### config.mk
export PLATFORM = sky130hd
export DESIGN_NAME = dtw_multi_sched
export DESIGN_NICKNAME = d
export VERILOG_FILES = /design/src/rtl/dtw_pkg.sv /design/src/rtl/rr_arbiter.sv /design/src/rtl/dtw_multi_sched.sv
export SDC_FILE = /design/constraint.sdc
export NUM_CORES = 1
export LEC_CHECK = 0
export CORE_ASPECT_RATIO = 1.5
export CORE_UTILIZATION = 44
export CTS_CLUSTER_DIAMETER = 50
export DETAILED_ROUTE_END_ITERATION = 10
export PLACE_DENSITY = 0.82
export SLEW_MARGIN = 20
export SYNTH_ARGS = -nofsm -noshare
export SYNTH_HDL_FRONTEND = slang
export SYNTH_SLANG_ARGS = --single-unit
### constraint.sdc
create_clock -name clk -period 6.3 [get_ports clk]
set_input_delay 1.89 -clock clk [delete_from_list [all_inputs] [get_ports clk]]
set_output_delay 1.89 -clock clk [all_outputs]
set_load 0.005 [all_outputs]
### src/rtl/dtw_pkg.sv
//==============================================================================
// Module  : dtw_pkg
// Purpose : Shared constants for the DTW multi-core scheduler.
// Revision: 1.0 - initial release
//==============================================================================
`default_nettype none

package dtw_pkg;

    localparam logic MODE_NORMAL   = 1'b0;
    localparam logic MODE_LOAD_REF = 1'b1;

    localparam logic [2:0] S_IDLE      = 3'd0;
    localparam logic [2:0] S_REF_START = 3'd1;
    localparam logic [2:0] S_PICK      = 3'd2;
    localparam logic [2:0] S_START     = 3'd3;
    localparam logic [2:0] S_WAIT      = 3'd4;
    localparam logic [2:0] S_STREAM    = 3'd5;

    localparam logic [0:0] C_IDLE = 1'b0;
    localparam logic [0:0] C_XFER = 1'b1;

    localparam int RES_WORDS = 3;

endpackage

`default_nettype wire

### src/rtl/rr_arbiter.sv
//==============================================================================
// Module  : rr_arbiter
// Purpose : Round-robin search from pointer+1 with wrap; pointer loaded by owner.
// Revision: 1.0 - initial release
//==============================================================================
`default_nettype none

module rr_arbiter #(
    parameter int N     = 4,
    parameter int IDX_W = 2
) (
    input  logic             clk,
    input  logic             rst,
    input  logic [N-1:0]     req_i,
    input  logic             load_i,
    input  logic [IDX_W-1:0] load_idx_i,
    output logic             gnt_valid_o,
    output logic [IDX_W-1:0] gnt_idx_o
);

    logic [IDX_W-1:0] ptr_q;
    logic [IDX_W-1:0] cand;

    always_ff @(posedge clk) begin
        if (rst) begin
            ptr_q <= '0;
        end else if (load_i) begin
            ptr_q <= load_idx_i;
        end
    end

    // Walk offsets from farthest to nearest so the nearest requester wins.
    always_comb begin
        gnt_valid_o = 1'b0;
        gnt_idx_o   = '0;
        cand        = '0;
        for (int i = N; i >= 1; i--) begin
            cand = IDX_W'((int'(ptr_q) + i) % N);
            if (req_i[cand]) begin
                gnt_valid_o = 1'b1;
                gnt_idx_o   = cand;
            end
        end
    end

endmodule

`default_nettype wire

### src/rtl/dtw_multi_sched.sv
//==============================================================================
// Module  : dtw_multi_sched
// Purpose : Shares one host source/sink stream pair between N_CORES DTW cores.
// Revision: 1.0 - initial release
//==============================================================================
`default_nettype none

module dtw_multi_sched
    import dtw_pkg::*;
#(
    parameter int N_CORES      = 4,
    parameter int IDX_W        = 2,
    parameter int SQG_SIZE     = 250,
    parameter int WAIT_TIMEOUT = 15
) (
    input  logic                    clk,
    input  logic                    rst,
    input  logic                    op_mode,
    input  logic                    run,
    input  logic [31:0]             ref_len,
    input  logic                    src_fifo_empty,
    output logic                    src_fifo_rden,
    input  logic [31:0]             src_fifo_data,
    output logic [N_CORES-1:0]      core_rs,
    output logic                    core_op_mode,
    input  logic [N_CORES-1:0]      core_busy,
    input  logic [N_CORES-1:0]      core_load_done,
    output logic [N_CORES-1:0]      core_fifo_wren,
    input  logic [N_CORES-1:0]      core_fifo_full,
    output logic [31:0]             core_fifo_data,
    input  logic [N_CORES-1:0]      res_fifo_empty,
    output logic [N_CORES-1:0]      res_fifo_rden,
    input  logic [32*N_CORES-1:0]   res_fifo_data,
    output logic                    sink_fifo_wren,
    input  logic                    sink_fifo_full,
    output logic [31:0]             sink_fifo_data,
    output logic                    sink_fifo_last,
    output logic                    err_timeout,
    output logic [31:0]             dbg_dispatched,
    output logic [31:0]             dbg_collected
);

    localparam int              TO_W    = $clog2(WAIT_TIMEOUT + 1);
    localparam logic [TO_W-1:0] TO_LAST = TO_W'(WAIT_TIMEOUT - 1);
    localparam logic [31:0]     QRY_LEN = 32'(SQG_SIZE + 1);
    localparam logic [1:0]      RES_LAST = 2'(RES_WORDS - 1);

    logic [2:0]         state_q, state_d;
    logic [N_CORES-1:0] target_q, target_d;
    logic               mode_q, mode_d;
    logic [31:0]        wcnt_q, wcnt_d;
    logic [TO_W-1:0]    wait_q, wait_d;
    logic               err_q, err_d;
    logic [31:0]        disp_q, disp_d;

    logic [0:0]         cstate_q, cstate_d;
    logic [IDX_W-1:0]   cgnt_q, cgnt_d;
    logic [1:0]         cwcnt_q, cwcnt_d;
    logic [31:0]        coll_q, coll_d;

    logic               pick_valid, pick_load;
    logic [IDX_W-1:0]   pick_idx;
    logic               col_valid, col_done;
    logic [IDX_W-1:0]   col_idx;

    logic [31:0]        len;
    logic               xfer;

    rr_arbiter #(.N(N_CORES), .IDX_W(IDX_W)) u_pick_arb (
        .clk         (clk),
        .rst         (rst),
        .req_i       (~core_busy),
        .load_i      (pick_load),
        .load_idx_i  (pick_idx),
        .gnt_valid_o (pick_valid),
        .gnt_idx_o   (pick_idx)
    );

    rr_arbiter #(.N(N_CORES), .IDX_W(IDX_W)) u_coll_arb (
        .clk         (clk),
        .rst         (rst),
        .req_i       (~res_fifo_empty),
        .load_i      (col_done),
        .load_idx_i  (cgnt_q),
        .gnt_valid_o (col_valid),
        .gnt_idx_o   (col_idx)
    );

    // Zero-latency pass-through: a word moves only when every target can take it.
    always_comb begin
        len  = (mode_q == MODE_LOAD_REF) ? ref_len : QRY_LEN;
        xfer = (state_q == S_STREAM) && (len != 32'd0) && !src_fifo_empty
               && ((core_fifo_full & target_q) == '0);
    end

    assign src_fifo_rden  = xfer;
    assign core_fifo_wren = xfer ? target_q : '0;
    assign core_fifo_data = src_fifo_data;
    assign core_op_mode   = mode_q;
    assign err_timeout    = err_q;
    assign dbg_dispatched = disp_q;
    assign dbg_collected  = coll_q;

    always_comb begin
        state_d   = state_q;
        target_d  = target_q;
        mode_d    = mode_q;
        wcnt_d    = wcnt_q;
        wait_d    = wait_q;
        err_d     = err_q;
        disp_d    = disp_q;
        core_rs   = '0;
        pick_load = 1'b0;
        case (state_q)
            S_IDLE: begin
                if (run && op_mode == MODE_LOAD_REF) begin
                    mode_d   = MODE_LOAD_REF;
                    target_d = '1;
                    state_d  = S_REF_START;
                end else if (run && (&core_load_done) && !src_fifo_empty) begin
                    mode_d  = MODE_NORMAL;
                    state_d = S_PICK;
                end
            end
            S_REF_START: begin
                core_rs = '1;
                wait_d  = '0;
                state_d = S_WAIT;
            end
            S_PICK: begin
                if (pick_valid) begin
                    target_d  = N_CORES'(1) << pick_idx;
                    pick_load = 1'b1;
                    state_d   = S_START;
                end
            end
            S_START: begin
                core_rs = target_q;
                wait_d  = '0;
                state_d = S_WAIT;
            end
            S_WAIT: begin
                if ((core_busy & target_q) == target_q) begin
                    wcnt_d  = '0;
                    state_d = S_STREAM;
                end else if (wait_q == TO_LAST) begin
                    err_d   = 1'b1;
                    state_d = S_IDLE;
                end else begin
                    wait_d = wait_q + 1'b1;
                end
            end
            S_STREAM: begin
                if (len == 32'd0) begin
                    state_d = S_IDLE;
                end else if (xfer) begin
                    wcnt_d = wcnt_q + 32'd1;
                    if (wcnt_q == len - 32'd1) begin
                        state_d = S_IDLE;
                        if (mode_q == MODE_NORMAL) begin
                            disp_d = disp_q + 32'd1;
                        end
                    end
                end
            end
            default: state_d = S_IDLE;
        endcase
    end

    // Collector holds its grant for a whole result so words never interleave.
    always_comb begin
        cstate_d       = cstate_q;
        cgnt_d         = cgnt_q;
        cwcnt_d        = cwcnt_q;
        coll_d         = coll_q;
        col_done       = 1'b0;
        res_fifo_rden  = '0;
        sink_fifo_wren = 1'b0;
        sink_fifo_data = '0;
        sink_fifo_last = 1'b0;
        case (cstate_q)
            C_IDLE: begin
                if (col_valid) begin
                    cgnt_d   = col_idx;
                    cwcnt_d  = '0;
                    cstate_d = C_XFER;
                end
            end
            C_XFER: begin
                sink_fifo_data = res_fifo_data[32*int'(cgnt_q) +: 32];
                sink_fifo_last = (cwcnt_q == RES_LAST);
                if (!res_fifo_empty[cgnt_q] && !sink_fifo_full) begin
                    res_fifo_rden[cgnt_q] = 1'b1;
                    sink_fifo_wren        = 1'b1;
                    if (cwcnt_q == RES_LAST) begin
                        col_done = 1'b1;
                        coll_d   = coll_q + 32'd1;
                        cstate_d = C_IDLE;
                    end else begin
                        cwcnt_d = cwcnt_q + 2'd1;
                    end
                end
            end
            default: cstate_d = C_IDLE;
        endcase
    end

    always_ff @(posedge clk) begin
        if (rst) begin
            state_q  <= S_IDLE;
            target_q <= '0;
            mode_q   <= MODE_NORMAL;
            wcnt_q   <= '0;
            wait_q   <= '0;
            err_q    <= 1'b0;
            disp_q   <= '0;
            cstate_q <= C_IDLE;
            cgnt_q   <= '0;
            cwcnt_q  <= '0;
            coll_q   <= '0;
        end else begin
            state_q  <= state_d;
            target_q <= target_d;
            mode_q   <= mode_d;
            wcnt_q   <= wcnt_d;
            wait_q   <= wait_d;
            err_q    <= err_d;
            disp_q   <= disp_d;
            cstate_q <= cstate_d;
            cgnt_q   <= cgnt_d;
            cwcnt_q  <= cwcnt_d;
            coll_q   <= coll_d;
        end
    end

endmodule

`default_nettype wire
==> impl_metrics.toml, run 1 <==
[status]
status = "complete, no violations"

[routing]
vias = 9387
wl_um = 32000
postRouteAntennaNets = 0
via_per_inst = 5.91
firstDrtPassIters = 6
drc = 0
drt_iter0_drc = 699
wl_per_cell_um = 20.1

[floorplanning]
fp.coreArea_mm2 = 0.0187
die_w_um = 115
ios = 359
die_area_mm2 = 0.0199
num_rows = 61
die_y_um = 172
start_util_pct = 45.4

[layout]
drive_gt1_share_pct = 9.36
seqCellArea_mm2 = 0.00237
final_nets = 1547
n_fill_cell = 1560
syn2layout_area_growth_pct = 43.2
multi_input_area_mm2 = 0.00551

[cts]
cts_resized = 1
numCtsBuffers = 17
hold_buffers = 0
insertion_delay_ns = 0.41
path_clk_slew_ns = 0.05
cts_tree = "done"
cts_setup_buffers = 0
cts-root-buf = "clkbuf_16"
clock_path_buffers = 2
h-tree-depth = 4
clock_sinks = 118

[worst_setup_path]
crit_path_start_kind = "input port"
critical_path.most_common_cell = "clkdlybuf4s50_1"
cp_slowest_cell = "or4_1"
path_delay_family = "buffers and inverters"
crit_path_end_kind = "output port"
r2r-end = "dbg_dispatched[14]"
r2r_start = "core_op_mode"
required_ns = 4.41
cp.arrival_ns = 4.33
crit_path_max_fanout = 6
max_stage_delay_ns = 0.55
rrSetupSlack_ns = 1.85
crit_chain = "clkdlybuf4s50_1 > or4_1 > or3_4 > o31ai_1 > buf_4 > a21o_4 > inv_1 > clkdlybuf4s50_1"
reg2reg_depth = 14
critical_path_class = "in2out"
crit_buf_inv = 4

[pwr]
vdd.ir_drop.worst_mv = 0.158
power_density_mw_per_mm2 = 167
p_leak_nw = 4.08
p_total_mw = 2.04

[sta]
max-slew-margin-rel_pct = 36.6
setup_viol = 0
final_max_slew_viol_count = 0
min_period_over_period_pct = 98.8
tightestPinTransition_ns = 0.951
finalHoldViolations = 0
fin_skew_ns = 0.0133
fmax_mhz = 161
fin_crit_ns = 6.22
rsz0062_at_grt = "no"
worst_slack_ns = 0.0767

[place]
port_buffers = 294
pre_cts_ws_ns = -0.0401
place.gp.congestion = 1.02
hpwl_um = 24900

[worst_hold_path]
hold_path_depth = 2
worstHoldStart = "err_timeout"
hp-class = "reg2reg"
min_to = "err_timeout"

[logic_synthesis]
synthCells = 1066
yosysSeqAreaShare_pct = 27.8
async_reset_ff_share_pct = 0
postSynthAreaPerCell_um2 = 7.97
synth.distinct_cells = 66
yosysWarnings = 0
ys.flop_type = "dfxtp_1"
synth_edf_count = 0
mappedNetlistArea_mm2 = 0.00849
syn-num-nets = 1287
synth_seq_cells = 118

[global_routing]
grt_pass1_wl_um = 47100
grt_usage_pct = 31.1
grt_start_max_net_pins = 88
grt_pass1_vias = 8892
gr-total-overflow = 0
antenna_found_initial = 5

[flow_run]
max_cap_viol_count = 0
==> synth_stat cells, types with 3 or more instances <==
cell	count	share of area, %
a2111oi_0	3	0.31
nand3b_1	4	0.35
a221oi_1	3	0.31
nor2_1	101	4.5
ha_1	7	1.0
o31ai_1	31	2.7
nand4b_1	3	0.31
nor4_1	7	0.52
o41ai_1	7	0.72
o22ai_1	3	0.22
dfxtp_1	118	28
and3_1	15	1.1
or4_1	38	3.4
buf_1	5	0.22
mux4_2	32	8.5
buf_2	7	0.41
a31oi_1	7	0.52
a21oi_1	84	4.9
nand4_1	25	1.8
and4_1	5	0.52
nor2b_1	10	0.74
nor3_1	30	1.8
xnor2_1	30	3.1
xor2_1	48	4.9
and2_1	39	2.9
o21ai_0	40	2.4
a211oi_1	10	0.88
or2_2	3	0.22
nand2_1	91	4.0
a21boi_0	3	0.27
nand2b_1	6	0.44
inv_1	35	1.5
clkbuf_1	53	2.3
mux2i_1	14	1.6
buf_4	32	2.8
nand3_1	39	2.3
or3_1	35	2.6
==> per-layer routing <==
layer	global-route usage [%]	share of wire, %
met5	0	0.17
met4	12.4	3.8
met3	8.10	9.0
met2	54.5	50
met1	35.8	38
==> cells in the final DEF, fill, tap and decap left out, types with 10 or more instances in the layout <==
master	instances
clkbuf_16	17
a21oi_1	84
or4_1	38
nand4_1	25
mux2i_1	14
and2_1	39
clkdlybuf4s50_1	293
nand3_1	38
inv_1	35
xor2_1	48
xnor2_1	30
nand2_1	91
nor3_1	30
buf_4	45
mux4_2	32
a211oi_1	10
or3_1	34
o31ai_1	31
nor2b_1	10
dfxtp_1	115
o21ai_0	40
and3_1	15
nor2_1	101
==> cell families after synthesis <==
family | share of synthesized area [%]
multiplexers | 10.3
flip-flops | 27.8
XOR/XNOR | 8.31
buffers and inverters | 7.62
adder cells (fa/ha/maj) | 1.03
AO/OA/AOI/OAI | 15.7
AND/OR/NAND/NOR | 29.3
==> state kept, by name, summed over array words and instances, names as in the netlist <==
name / cells
state_q: 3
dbg_dispatched: 32
u_pick_arb.ptr_q: 2
cgnt_q: 2
u_coll_arb.ptr_q: 2
cstate_q: 1
wcnt_q: 32
core_op_mode: 1
dbg_collected: 32
wait_q: 4
cwcnt_q: 2
err_timeout: 1
target_q: 4
==> power by group <==
part	internal (mW)	switching (mW)
combinational	0.225	0.146
clock	0.546	0.349
sequential	0.752	0.0177
total	1.52	0.513
==> final cells by class <==
cell class	count	area share, %
antenna	1	0.0206
clock buffer	18	3.61
clock inverter	11	0.854
inverter	35	1.08
multi-input combinational	814	45.3
sequential	118	19.5
tap	252	2.59
timing repair buffer	340	27.1
==> stage by stage <==
stage	setup TNS, ns	instance area [um2]	util, %	instances	hold slack, ns
5_1_grt	0	12200	65.0	1588	0.521
2_1_floorplan	0	8490	-	1066	0.458
4_1_cts	0	12200	65.0	1588	0.489
6_report	0	12200	65.0	1589	0.475
3_3_place_gp	-0.0254	11600	62.0	1559	0.460
3_5_place_dp	-0.0442	11600	62.0	1559	0.467
==> worst register-to-register path: stages, from the launching register on <==
cell and delay (ns):
dfxtp_2 0.59, inv_1 0.14, nor2_1 0.13, ha_1 0.19
nor3b_1 0.21, buf_4 0.19, nand2_1 0.07, xnor2_1 0.15
nor4_1 0.29, or4b_1 0.45, or4_1 0.59, or3_1 0.48
buf_4 0.24, or4_1 0.49, a21oi_1 0.16
==> worst max path at each step <==
| stage | from | cells past startpoint | to | slack [ns] |
|---|---|---|---|---|
| 5_1_grt | ref_len[21] | 8 | src_fifo_rden | 0.007 |
| 3_3_place_gp | ref_len[21] | 8 | src_fifo_rden | -0.03 |
| 3_5_place_dp | ref_len[21] | 8 | src_fifo_rden | -0.04 |
| 6_report | ref_len[21] | 8 | src_fifo_rden | 0.08 |
| 4_1_cts | ref_len[21] | 8 | src_fifo_rden | 0.07 |
| 2_1_floorplan | ref_len[22] | 8 | src_fifo_rden | 0.57 |
(Power assumes the default switching activity.)
==> run 2: changes to the inputs <==
CORE_ASPECT_RATIO = 0.8   (was 1.5)
==> run 2 against run 1 <==
Against the previous run: first-iteration DRC count is 39% higher; routed wire length is 6.3% higher; critical path depth is 1 higher; sequential share of layout area is 0.25 points lower; cell count is 1.1% higher; die area hardly changed; non-clock buffer count is 10 higher; clock skew is 0.0031 ns lower; worst hold slack better by 0.013 ns; total power is 4.8% higher; sequential power hardly changed.
==> impl_metrics.toml, run 2 (synthesis gave the netlist of run 1 again) <==
[worst_setup_path]
required_ns = 4.41
crit_path_end_kind = "output port"
crit_path_max_fanout = 3
critical_path_class = "in2out"
rrSetupSlack_ns = 1.28
crit_path_start_kind = "input port"
r2r_start = "core_op_mode"
cp.arrival_ns = 4.33
reg2reg_depth = 14
r2r-end = "dbg_dispatched[12]"

[status]
status = "complete, no violations"

[routing]
wl_um = 34000
drt_iter0_drc = 969
wl_per_cell_um = 21.2
via_per_inst = 5.87
firstDrtPassIters = 6
drc = 0
wl_met2_um = 14500
vias = 9433
postRouteAntennaNets = 0
met3_length_um = 4560
top_layer = "met5"
wl_met1_um = 13800

[pwr]
vdd.ir_drop.worst_mv = 0.143
p_leak_nw = 4.24
power_density_mw_per_mm2 = 173

[layout]
seqCellArea_mm2 = 0.00237
drive_gt1_share_pct = 10.3
final_nets = 1557
final_common_cell = "clkdlybuf4s50_1"
final_cell_mix = "289 x clkdlybuf4s50_1, 115 x dfxtp_1, 101 x nor2_1"
diodes = 0
syn2layout_area_growth_pct = 45.0
postLayoutCellArea_mm2 = 0.0123
instances_no_fill = 1607
n_fill_cell = 1605
multi_input_area_mm2 = 0.00551

[floorplanning]
num_rows = 45
die_y_um = 126
ios = 359
fp.coreArea_mm2 = 0.0189
die_w_um = 157
start_util_pct = 44.9
die_area_mm2 = 0.0199

[sta]
tightestPinTransition_ns = 0.970
setup_viol = 0
max-slew-margin-rel_pct = 35.3
fin_skew_ns = 0.0102
tns_ns = 0
holdWs_ns = 0.488
min_period_over_period_pct = 98.8
finalHoldViolations = 0
fmax_mhz = 161
fin_crit_ns = 6.22
rsz0062_at_grt = "no"
final_max_slew_viol_count = 0

[worst_hold_path]
hold_path_depth = 2
min_to = "dbg_dispatched[31]"
worstHoldStart = "dbg_dispatched[31]"
hp-class = "reg2reg"

[global_routing]
grt_start_max_net_pins = 88
grt_usage_pct = 33.8
grt_pass1_wl_um = 50200
grt_pass1_vias = 8456
antenna_found_initial = 2
gr-total-overflow = 0

[cts]
clock_sinks = 118
cts_tree = "done"
hold_buffers = 0
clock_path_buffers = 2
numCtsBuffers = 17
cts-root-buf = "clkbuf_16"
insertion_delay_ns = 0.42
h-tree-depth = 4
path_clk_slew_ns = 0.06

[flow_run]
max_cap_viol_count = 0

[place]
place.gp.congestion = 0.939
hpwl_um = 26600
dp_cells = 1571
port_buffers = 294
placed_cell_area_mm2 = 0.0117
run 2: how the worst max path moves through the flow:
| stage | from | to | cells after the start |
|---|---|---|---|
| 2_1_floorplan | ref_len[22] | src_fifo_rden | 8 |
| 3_3_place_gp | ref_len[21] | core_fifo_wren[1] | 9 |
| 3_5_place_dp | ref_len[21] | core_fifo_wren[1] | 9 |
| 4_1_cts | ref_len[21] | core_fifo_wren[1] | 9 |
| 5_1_grt | ref_len[21] | core_fifo_wren[2] | 9 |
| 6_report | ref_len[21] | core_fifo_wren[2] | 9 |
run 2: layer usage:
| metal | GRT usage, % | vias up |
|---|---|---|
| met5 | 0 | - |
| met4 | 11.8 | 2 |
| met3 | 14.2 | 60 |
| met2 | 48.6 | 501 |
| met1 | 44.9 | 4453 |
| li1 | - | 4417 |
run 2: area by class of cell:
type / count / share of cell area, %
sequential: 118 / 19.2
tap: 258 / 2.62
multi-input combinational: 814 / 44.7
timing repair buffer: 350 / 27.6
inverter: 35 / 1.07
clock inverter: 15 / 1.38
clock buffer: 17 / 3.45
run 2: per-stage QoR:
step                      setup WS (ns)  util (%)  power [mW]
after global placement          0.00778      61.7        1.15
after CTS                       0.00996      64.9        2.14
final                            0.0765      65.1        2.13
after global routing             0.0221      65.1        2.21
after detailed placement        -0.0537      61.7        1.16
after floorplan                   0.574         -       0.944
run 2: repair_timing:
action | 4_1_cts | 5_1_grt
setup buffers | 0 | 4
hold endpoints to repair | 0 | 0
resized for setup | 3 | 5
pin swaps | 1 | 0
setup endpoints to repair | 5 | 5
run 2: worst max-delay path, stage by stage:
cell	delay, ns
clkdlybuf4s50_1	0.43
or4_4	0.54
or3_4	0.39
o31ai_2	0.19
buf_4	0.15
a21o_1	0.14
buf_6	0.12
nor2_1	0.04
clkdlybuf4s50_1	0.44
run 2: power breakdown:
group          total, mW  internal [mW]  switching, mW
clock network      0.982          0.592          0.390
registers          0.770          0.751         0.0186
logic              0.381          0.226          0.155
total               2.13           1.57          0.564
